## src/rtl/xoodoo_word_reader_sca.sv

```systemverilog
// Readout sequencer for the two-share Xoodoo state: steps a word index over the
// rate, captures each share pair and streams it out, truncating the final word.
module xoodoo_word_reader_sca #(
  parameter int MAX_WORDS = 12,
  parameter int WORD_W    = 32
) (
  input  logic                clk,
  input  logic                rst,
  input  logic                start_i,
  input  logic [3:0]          num_words_i,
  input  logic [2:0]          last_bytes_i,
  output logic [3:0]          word_index_o,
  input  logic [2*WORD_W-1:0] word_i,
  output logic                busy_o,
  output logic [2*WORD_W-1:0] data_o,
  output logic                valid_o,
  input  logic                ready_i,
  output logic                last_o,
  output logic [2:0]          bytes_o,
  output logic                done_o
);

  typedef enum logic [1:0] {IDLE, READ, DRAIN} state_t;

  localparam logic [3:0] MAX_N = 4'(MAX_WORDS);

  state_t              state;
  logic [3:0]          last_idx;
  logic [2:0]          lb;
  logic [3:0]          n_clamped;
  logic [2:0]          lb_in;
  logic                load;
  logic                is_last;
  logic [WORD_W-1:0]   mask;
  logic [2*WORD_W-1:0] masked;

  // Keeps bytes below nbytes; both shares get the same mask so no share is
  // ever combined or partially exposed.
  function automatic logic [WORD_W-1:0] byte_mask(input logic [2:0] nbytes);
    logic [WORD_W-1:0] m;
    m = '0;
    for (int k = 0; k < WORD_W / 8; k++) begin
      if (k < int'(nbytes)) m[8*k +: 8] = 8'hFF;
    end
    return m;
  endfunction

  always_comb begin
    n_clamped = (num_words_i > MAX_N) ? MAX_N : num_words_i;
    lb_in     = (last_bytes_i == 3'd0 || last_bytes_i > 3'd4) ? 3'd4 : last_bytes_i;
    load      = ~valid_o | ready_i;
    is_last   = (word_index_o == last_idx);
    mask      = byte_mask(lb);
    masked    = {word_i[2*WORD_W-1:WORD_W] & mask, word_i[WORD_W-1:0] & mask};
  end

  always_ff @(posedge clk) begin
    if (rst) begin
      state        <= IDLE;
      word_index_o <= '0;
      data_o       <= '0;
      bytes_o      <= '0;
      valid_o      <= 1'b0;
      last_o       <= 1'b0;
      busy_o       <= 1'b0;
      done_o       <= 1'b0;
      last_idx     <= '0;
      lb           <= 3'd4;
    end else begin
      done_o <= 1'b0;
      case (state)
        IDLE: begin
          if (start_i) begin
            word_index_o <= '0;
            lb           <= lb_in;
            if (n_clamped == 4'd0) begin
              done_o <= 1'b1;
            end else begin
              last_idx <= n_clamped - 4'd1;
              busy_o   <= 1'b1;
              state    <= READ;
            end
          end
        end

        READ: begin
          if (load) begin
            data_o       <= is_last ? masked : word_i;
            valid_o      <= 1'b1;
            last_o       <= is_last;
            bytes_o      <= is_last ? lb : 3'd4;
            word_index_o <= word_index_o + 4'd1;
            if (is_last) state <= DRAIN;
          end
        end

        DRAIN: begin
          // The index rests at n here until the final word is taken.
          if (valid_o && ready_i) begin
            valid_o      <= 1'b0;
            last_o       <= 1'b0;
            done_o       <= 1'b1;
            busy_o       <= 1'b0;
            word_index_o <= '0;
            state        <= IDLE;
          end
        end

        default: state <= IDLE;
      endcase
    end
  end

endmodule

```

## config.mk

```make
export PLATFORM = sky130hd
export DESIGN_NAME = xoodoo_word_reader_sca
export DESIGN_NICKNAME = d
export VERILOG_FILES = /design/src/rtl/xoodoo_word_reader_sca.sv
export SDC_FILE = /design/constraint.sdc
export NUM_CORES = 1
export LEC_CHECK = 0
export ABC_AREA = 0
export CAP_MARGIN = 20
export CORE_MARGIN = 2
export CORE_UTILIZATION = 25
export CTS_CLUSTER_DIAMETER = 80
export CTS_CLUSTER_SIZE = 30
export DETAILED_ROUTE_END_ITERATION = 10
export PLACE_DENSITY = 0.6
export REMOVE_ABC_BUFFERS = 1
export SKIP_CTS_REPAIR_TIMING = 1
export SYNTH_ARGS = -nofsm -noshare
export SYNTH_HDL_FRONTEND = slang
export SYNTH_SLANG_ARGS = --single-unit
```

## constraint.sdc

```tcl
create_clock -name clk -period 2.8 [get_ports clk]
set_input_delay 0.42 -clock clk [delete_from_list [all_inputs] [get_ports clk]]
set_output_delay 0.42 -clock clk [all_outputs]
set_load 0.03 [all_outputs]
```

Yosys cells after proc, flatten, opt, wreduce, memory -nomap -nowiden
Index checks and enable logic that the tools add are counted.
Widths: inputs -> output; s select.
{"block": "totals", "register_bits": 84, "inputBits": 75}
{"block": "classes", "add_sub_neg": 2, "n_lt_le_gt_ge": 6, "n_eq_ne": 8, "n_mux": 30, "bitwise_logic": 5, "reduce_logical": 15}
{"cell": "$and 32x32->32", "count": 2}
{"cell": "$mux 64", "count": 1}
{"cell": "$mux 8", "count": 4}
{"cell": "$mux 4", "count": 4}
{"cell": "$pmux 4 s3", "count": 1}
{"cell": "$mux 2", "count": 5}
{"cell": "$ne 2x2->1 const B", "count": 5}
{"cell": "$mux 1", "count": 8}
{"cell": "$pmux 1 s2", "count": 4}
{"cell": "$reduce_and 4->1", "count": 2}
{"cell": "$lt 1x3->1 const A", "count": 2}
{"cell": "$lt 2x3->1 const A", "count": 2}
{"cell": "$mux 3", "count": 2}
{"cell": "$pmux 2 s3", "count": 1}
{"cell": "$reduce_and 3->1", "count": 2}
{"cell": "$reduce_and 5->1", "count": 1}
{"cell": "$add 4x1->4 const B", "count": 1}
{"cell": "$eq 4x4->1", "count": 1}
{"cell": "$gt 4x4->1 const B", "count": 1}
{"cell": "$logic_not 4->1", "count": 1}
{"cell": "$reduce_and 2->1", "count": 2}
{"cell": "$reduce_bool 2->1", "count": 2}
{"cell": "$sub 4x1->4 const B", "count": 1}
{"cell": "$gt 3x3->1 const B", "count": 1}
{"cell": "9 further kinds", "count": 10}

Depth between registers and ports, before layout
{"block": "depth", "word_depth": 6, "depth_mapped": 7, "depth_no_buf": 7}

Worst setup path after synthesis
No wires, ideal clock.
{"block": "synth_timing", "kind": "reg2reg", "start": "register word_index_o[1]", "end": "register data_o[38]", "setup_ns": 0.117, "arrival_time_ns": 1.836, "slack_ns": 0.847, "stages_incl_launch_ff": 6, "path_buffers": 1, "synth_period_minus_slack_ns": 1.953, "cell_sequence": "dfxtp_1 xor2_1 nor4_4 a31oi_4 buf_2 a22o_1"}
{"block": "synth_between", "elab_chain_len": 2}
{"item": "start: declaration", "line": "12", "text": "output logic [3:0] word_index_o,"}
{"item": "start signal: assignment", "line": "92", "text": "word_index_o <= word_index_o + 4'd1;"}
{"item": "$eq 4x4->1", "line": "52", "text": "is_last = (word_index_o == last_idx);"}
{"item": "$mux 64", "line": "88", "text": "data_o <= is_last ? masked : word_i;"}
{"item": "end signal: assignment", "line": "88"}
{"item": "end: declaration", "line": "15", "text": "output logic [2*WORD_W-1:0] data_o,"}
No other way between the ends.
A chain may end at the register's enable or synchronous reset.

Worst setup path after layout
{"block": "layout_timing", "start": "input ready_i", "end": "register data_o[58]"}
{"block": "layout_between", "elab_chain_len": 2}
{"item": "start: declaration", "line": "17", "text": "input logic ready_i,"}
{"item": "$or 1x1->1", "line": "51", "text": "load = ~valid_o | ready_i;"}
{"item": "$reduce_and 2->1 (no line)"}
No other way between the ends.

==> flow_results.xml <==
<?xml version="1.0" encoding="UTF-8"?>
<metrics>
  <group name="outcome">
    <metric name="run_status" unit="">complete, no violations</metric>
  </group>
  <group name="synthesis">
    <metric name="async_flop_share" unit="">0</metric>
    <metric name="synth.yosys.warnings" unit="">0</metric>
    <metric name="count_of_flip_flops_with_a_built_in_enable_after_synthesis" unit="">0</metric>
    <metric name="ys_seq_area_frac" unit="">0.570</metric>
    <metric name="ff_latch_count_synth" unit="">84</metric>
    <metric name="synth_cell_type_count" unit="">35</metric>
    <metric name="synthFlopType" unit="">sky130_fd_sc_hd__dfxtp_1</metric>
    <metric name="netlist_instances" unit="">258</metric>
    <metric name="synthesis.area" unit="sq mm">0.00295</metric>
    <metric name="synth_area_per_cell" unit="sq um">11.4</metric>
  </group>
  <group name="global_routing">
    <metric name="first_global_vias" unit="">2541</metric>
    <metric name="grt_most_used_layer" unit="">met2</metric>
    <metric name="gr-total-overflow" unit="">0</metric>
    <metric name="grt_max_degree" unit="">68</metric>
    <metric name="gr-usage-all-layers" unit="">0.132</metric>
    <metric name="global_route.usage.met2" unit="">0.210</metric>
    <metric name="grt_antenna_before_repair" unit="">0</metric>
    <metric name="global_route_wire_length_before_repair" unit="um">13300</metric>
    <metric name="met3_usage" unit="">0.0437</metric>
    <metric name="grtUsageMet1" unit="">0.168</metric>
  </group>
  <group name="routing">
    <metric name="total_via_count_after_detailed_routing" unit="">2569</metric>
    <metric name="finalWirelength" unit="um">8470</metric>
    <metric name="remaining_drc_errors" unit="">0</metric>
    <metric name="antenna_violating_nets_post_route" unit="">0</metric>
    <metric name="route.detailed.wl_per_inst" unit="um">15.3</metric>
    <metric name="detail_route.vias_per_cell" unit="">4.63</metric>
    <metric name="detailedRoute.firstIterationViolations" unit="">199</metric>
    <metric name="first_pass_iters" unit="">4</metric>
  </group>
  <group name="die">
    <metric name="dieWidth" unit="um">113</metric>
    <metric name="floorplan.die.height" unit="um">113</metric>
    <metric name="start_util" unit="">0.257</metric>
    <metric name="fp.dieArea" unit="sq mm">0.0127</metric>
    <metric name="ios" unit="">150</metric>
    <metric name="row_count" unit="">39</metric>
    <metric name="core-area" unit="sq mm">0.0115</metric>
  </group>
  <group name="worst_setup_path">
    <metric name="critPathArrivalTime" unit="ps">2330</metric>
    <metric name="cp-end-kind" unit="">flip-flop</metric>
    <metric name="critical_path.n_buffers_inverters" unit="">1</metric>
    <metric name="crit_path_start_kind" unit="">primary input</metric>
    <metric name="critical-path-slowest-cell" unit="">sky130_fd_sc_hd__a21oi_2</metric>
    <metric name="critical_path_required_time" unit="ps">3070</metric>
    <metric name="timing.critical_path.slowest_cell_delay" unit="ps">600</metric>
    <metric name="cell_chain_critical_path" unit="">clkdlybuf4s50_1 -&gt; nor2b_1 -&gt; or3_4 -&gt; a21oi_2 -&gt; a22o_1</metric>
    <metric name="crit_type" unit="">in -&gt; reg</metric>
    <metric name="top_cell_family_by_delay_on_the_critical_path" unit="">compound AO/OA/AOI/OAI gates</metric>
    <metric name="critPathMaxFanout" unit="">17</metric>
  </group>
  <group name="cells_and_area">
    <metric name="layout.cells.most_common_list" unit="">149 x sky130_fd_sc_hd__clkdlybuf4s50_1, 84 x sky130_fd_sc_hd__dfxtp_1, 65 x sky130_fd_sc_hd__a22o_1</metric>
    <metric name="areaGrowthSynthToFinish" unit="%">66.9</metric>
    <metric name="final_design_area_no_fill" unit="sq mm">0.00493</metric>
    <metric name="antenna_cell_count" unit="">0</metric>
    <metric name="final_core_utilization" unit="">0.430</metric>
    <metric name="layout.nets" unit="">486</metric>
    <metric name="commonest_non_fill_non_tap_cell_in_the_layout" unit="">sky130_fd_sc_hd__clkdlybuf4s50_1</metric>
    <metric name="share_of_layout_cells_above_drive_strength_1" unit="">0.0728</metric>
  </group>
  <group name="sta">
    <metric name="clock-skew-final" unit="ps">4.43</metric>
    <metric name="grt_setup_unrepaired" unit="">false</metric>
    <metric name="setup_total_negative_slack" unit="ps">0</metric>
    <metric name="post-route-period-util" unit="">0.733</metric>
    <metric name="timing.slew.headroom" unit="">0.479</metric>
    <metric name="maxSlewViolCount" unit="">0</metric>
    <metric name="timing.final.hold_violations" unit="">0</metric>
    <metric name="fmaxAchievable" unit="MHz">487</metric>
    <metric name="finalWorstSetupSlack" unit="ps">748</metric>
    <metric name="worst-slew-pin-transition" unit="ps">782</metric>
    <metric name="finalCriticalPeriod" unit="ps">2050</metric>
    <metric name="setup-violations-final" unit="">0</metric>
    <metric name="whs" unit="ps">457</metric>
  </group>
  <group name="clock_tree">
    <metric name="tritoncts_num_sinks" unit="">84</metric>
    <metric name="htreeDepth" unit="">3</metric>
    <metric name="clock_tree_from_tritoncts" unit="">built</metric>
    <metric name="root_buffer" unit="">sky130_fd_sc_hd__clkbuf_16</metric>
    <metric name="cts_buffers" unit="">9</metric>
    <metric name="clockBufferDepth" unit="">2</metric>
    <metric name="clk_pin_slew_worst_paths" unit="ps">60</metric>
    <metric name="clkLatencyLatePin" unit="ps">330</metric>
  </group>
  <group name="power">
    <metric name="p_per_area" unit="mW/mm^2">763</metric>
    <metric name="leakagePower" unit="nW">1.88</metric>
    <metric name="irDropWorstVdd" unit="uV">425</metric>
  </group>
  <group name="place">
    <metric name="portBuffers" unit="">149</metric>
    <metric name="detailed_place.area" unit="sq mm">0.00460</metric>
    <metric name="dp_slack" unit="ps">398</metric>
    <metric name="finalWeightedCongestion" unit="">0.753</metric>
    <metric name="detailed_place_hpwl" unit="um">6150</metric>
  </group>
  <group name="flow_run">
    <metric name="maxCapViolations" unit="">0</metric>
  </group>
  <group name="worst_hold_path">
    <metric name="holdCritPathClass" unit="">reg -&gt; reg</metric>
  </group>
</metrics>
[per-layer routing]
metal | share of wire | vias up
li1 | - | 1268
met1 | 0.45 | 1195
met2 | 0.47 | 98
met3 | 0.073 | 8
met4 | 0.012 | 0
met5 | 0 | -
[sequential cells by signal (all words and copies together), names as in the netlist, 2 cells and up]
| signal | cells |
|---|---|
| lb | 3 |
| word_index_o | 4 |
| last_idx | 4 |
| state | 2 |
| data_o | 64 |
| bytes_o | 3 |
[path summary, 6_finish.rpt]
kind / start / to / slack, ps / cells past startpoint
hold reg to reg: bytes_o[2] / bytes_o[2] / 460 / 1
setup reg to reg: word_index_o[1] / data_o[58] / 820 / 4
hold / removal: bytes_o[2] / bytes_o[2] / 460 / 1
setup / recovery: ready_i / data_o[58] / 750 / 5
[final cells by class]
type	instances	area, sq um
Clock inverter	7	98.8
Timing Repair Buffer	153	1530
Sequential cell	84	1680
Tap cell	143	179
Inverter	6	22.5
Clock buffer	9	225
Fill cell	1089	6540
Multi-Input combinational cell	153	1180
[per-stage QoR]
step / power, mW / std cells
floorplan: 2.02 / 243
global placement: 2.49 / 539
detailed placement: 2.51 / 539
CTS: 3.81 / 555
global route: 3.93 / 555
finish: 3.76 / 555
[synthesized netlist by cell type (3+ instances only)]
| cell | number | area (sq um) |
|---|---|---|
| sky130_fd_sc_hd__dfxtp_1 | 84 | 1680 |
| sky130_fd_sc_hd__a22o_1 | 65 | 569 |
| sky130_fd_sc_hd__nor2_1 | 16 | 60.1 |
| sky130_fd_sc_hd__buf_2 | 8 | 40.0 |
| sky130_fd_sc_hd__a21oi_1 | 7 | 35.0 |
| sky130_fd_sc_hd__clkbuf_1 | 6 | 22.5 |
| sky130_fd_sc_hd__inv_1 | 6 | 22.5 |
| sky130_fd_sc_hd__nand2_1 | 6 | 22.5 |
| sky130_fd_sc_hd__o21ai_0 | 6 | 30.0 |
| sky130_fd_sc_hd__a211oi_1 | 5 | 37.5 |
| sky130_fd_sc_hd__nand2b_1 | 5 | 31.3 |
| sky130_fd_sc_hd__nor3_1 | 5 | 25.0 |
| sky130_fd_sc_hd__ha_1 | 4 | 50.1 |
| sky130_fd_sc_hd__xor2_1 | 4 | 35.0 |
| sky130_fd_sc_hd__nor3b_1 | 3 | 22.5 |
| sky130_fd_sc_hd__xnor2_1 | 3 | 26.3 |
[kinds of logic (layout without fill, tap and decap cells)]
logic type | count (synthesis) | count (layout) | synth area share
and+or+nand+nor | 48 | 48 | 0.0928
DFF | 84 | 84 | 0.570
adders and majority gates | 4 | 4 | 0.0170
AOI/OAI and AO/OA | 94 | 94 | 0.268
buffers and inverters | 21 | 175 | 0.0314
xor gates and xnor gates | 7 | 7 | 0.0208
[power by group]
group / switching (mW) / internal, mW / leakage, nW
sequential: 0.0974 / 1.35 / 0.685
combinational: 0.561 / 0.469 / 1.04
clock: 0.494 / 0.787 / 0.156
total: 1.15 / 2.60 / 1.88
No activity file was read; power rests on OpenSTA's default activity.
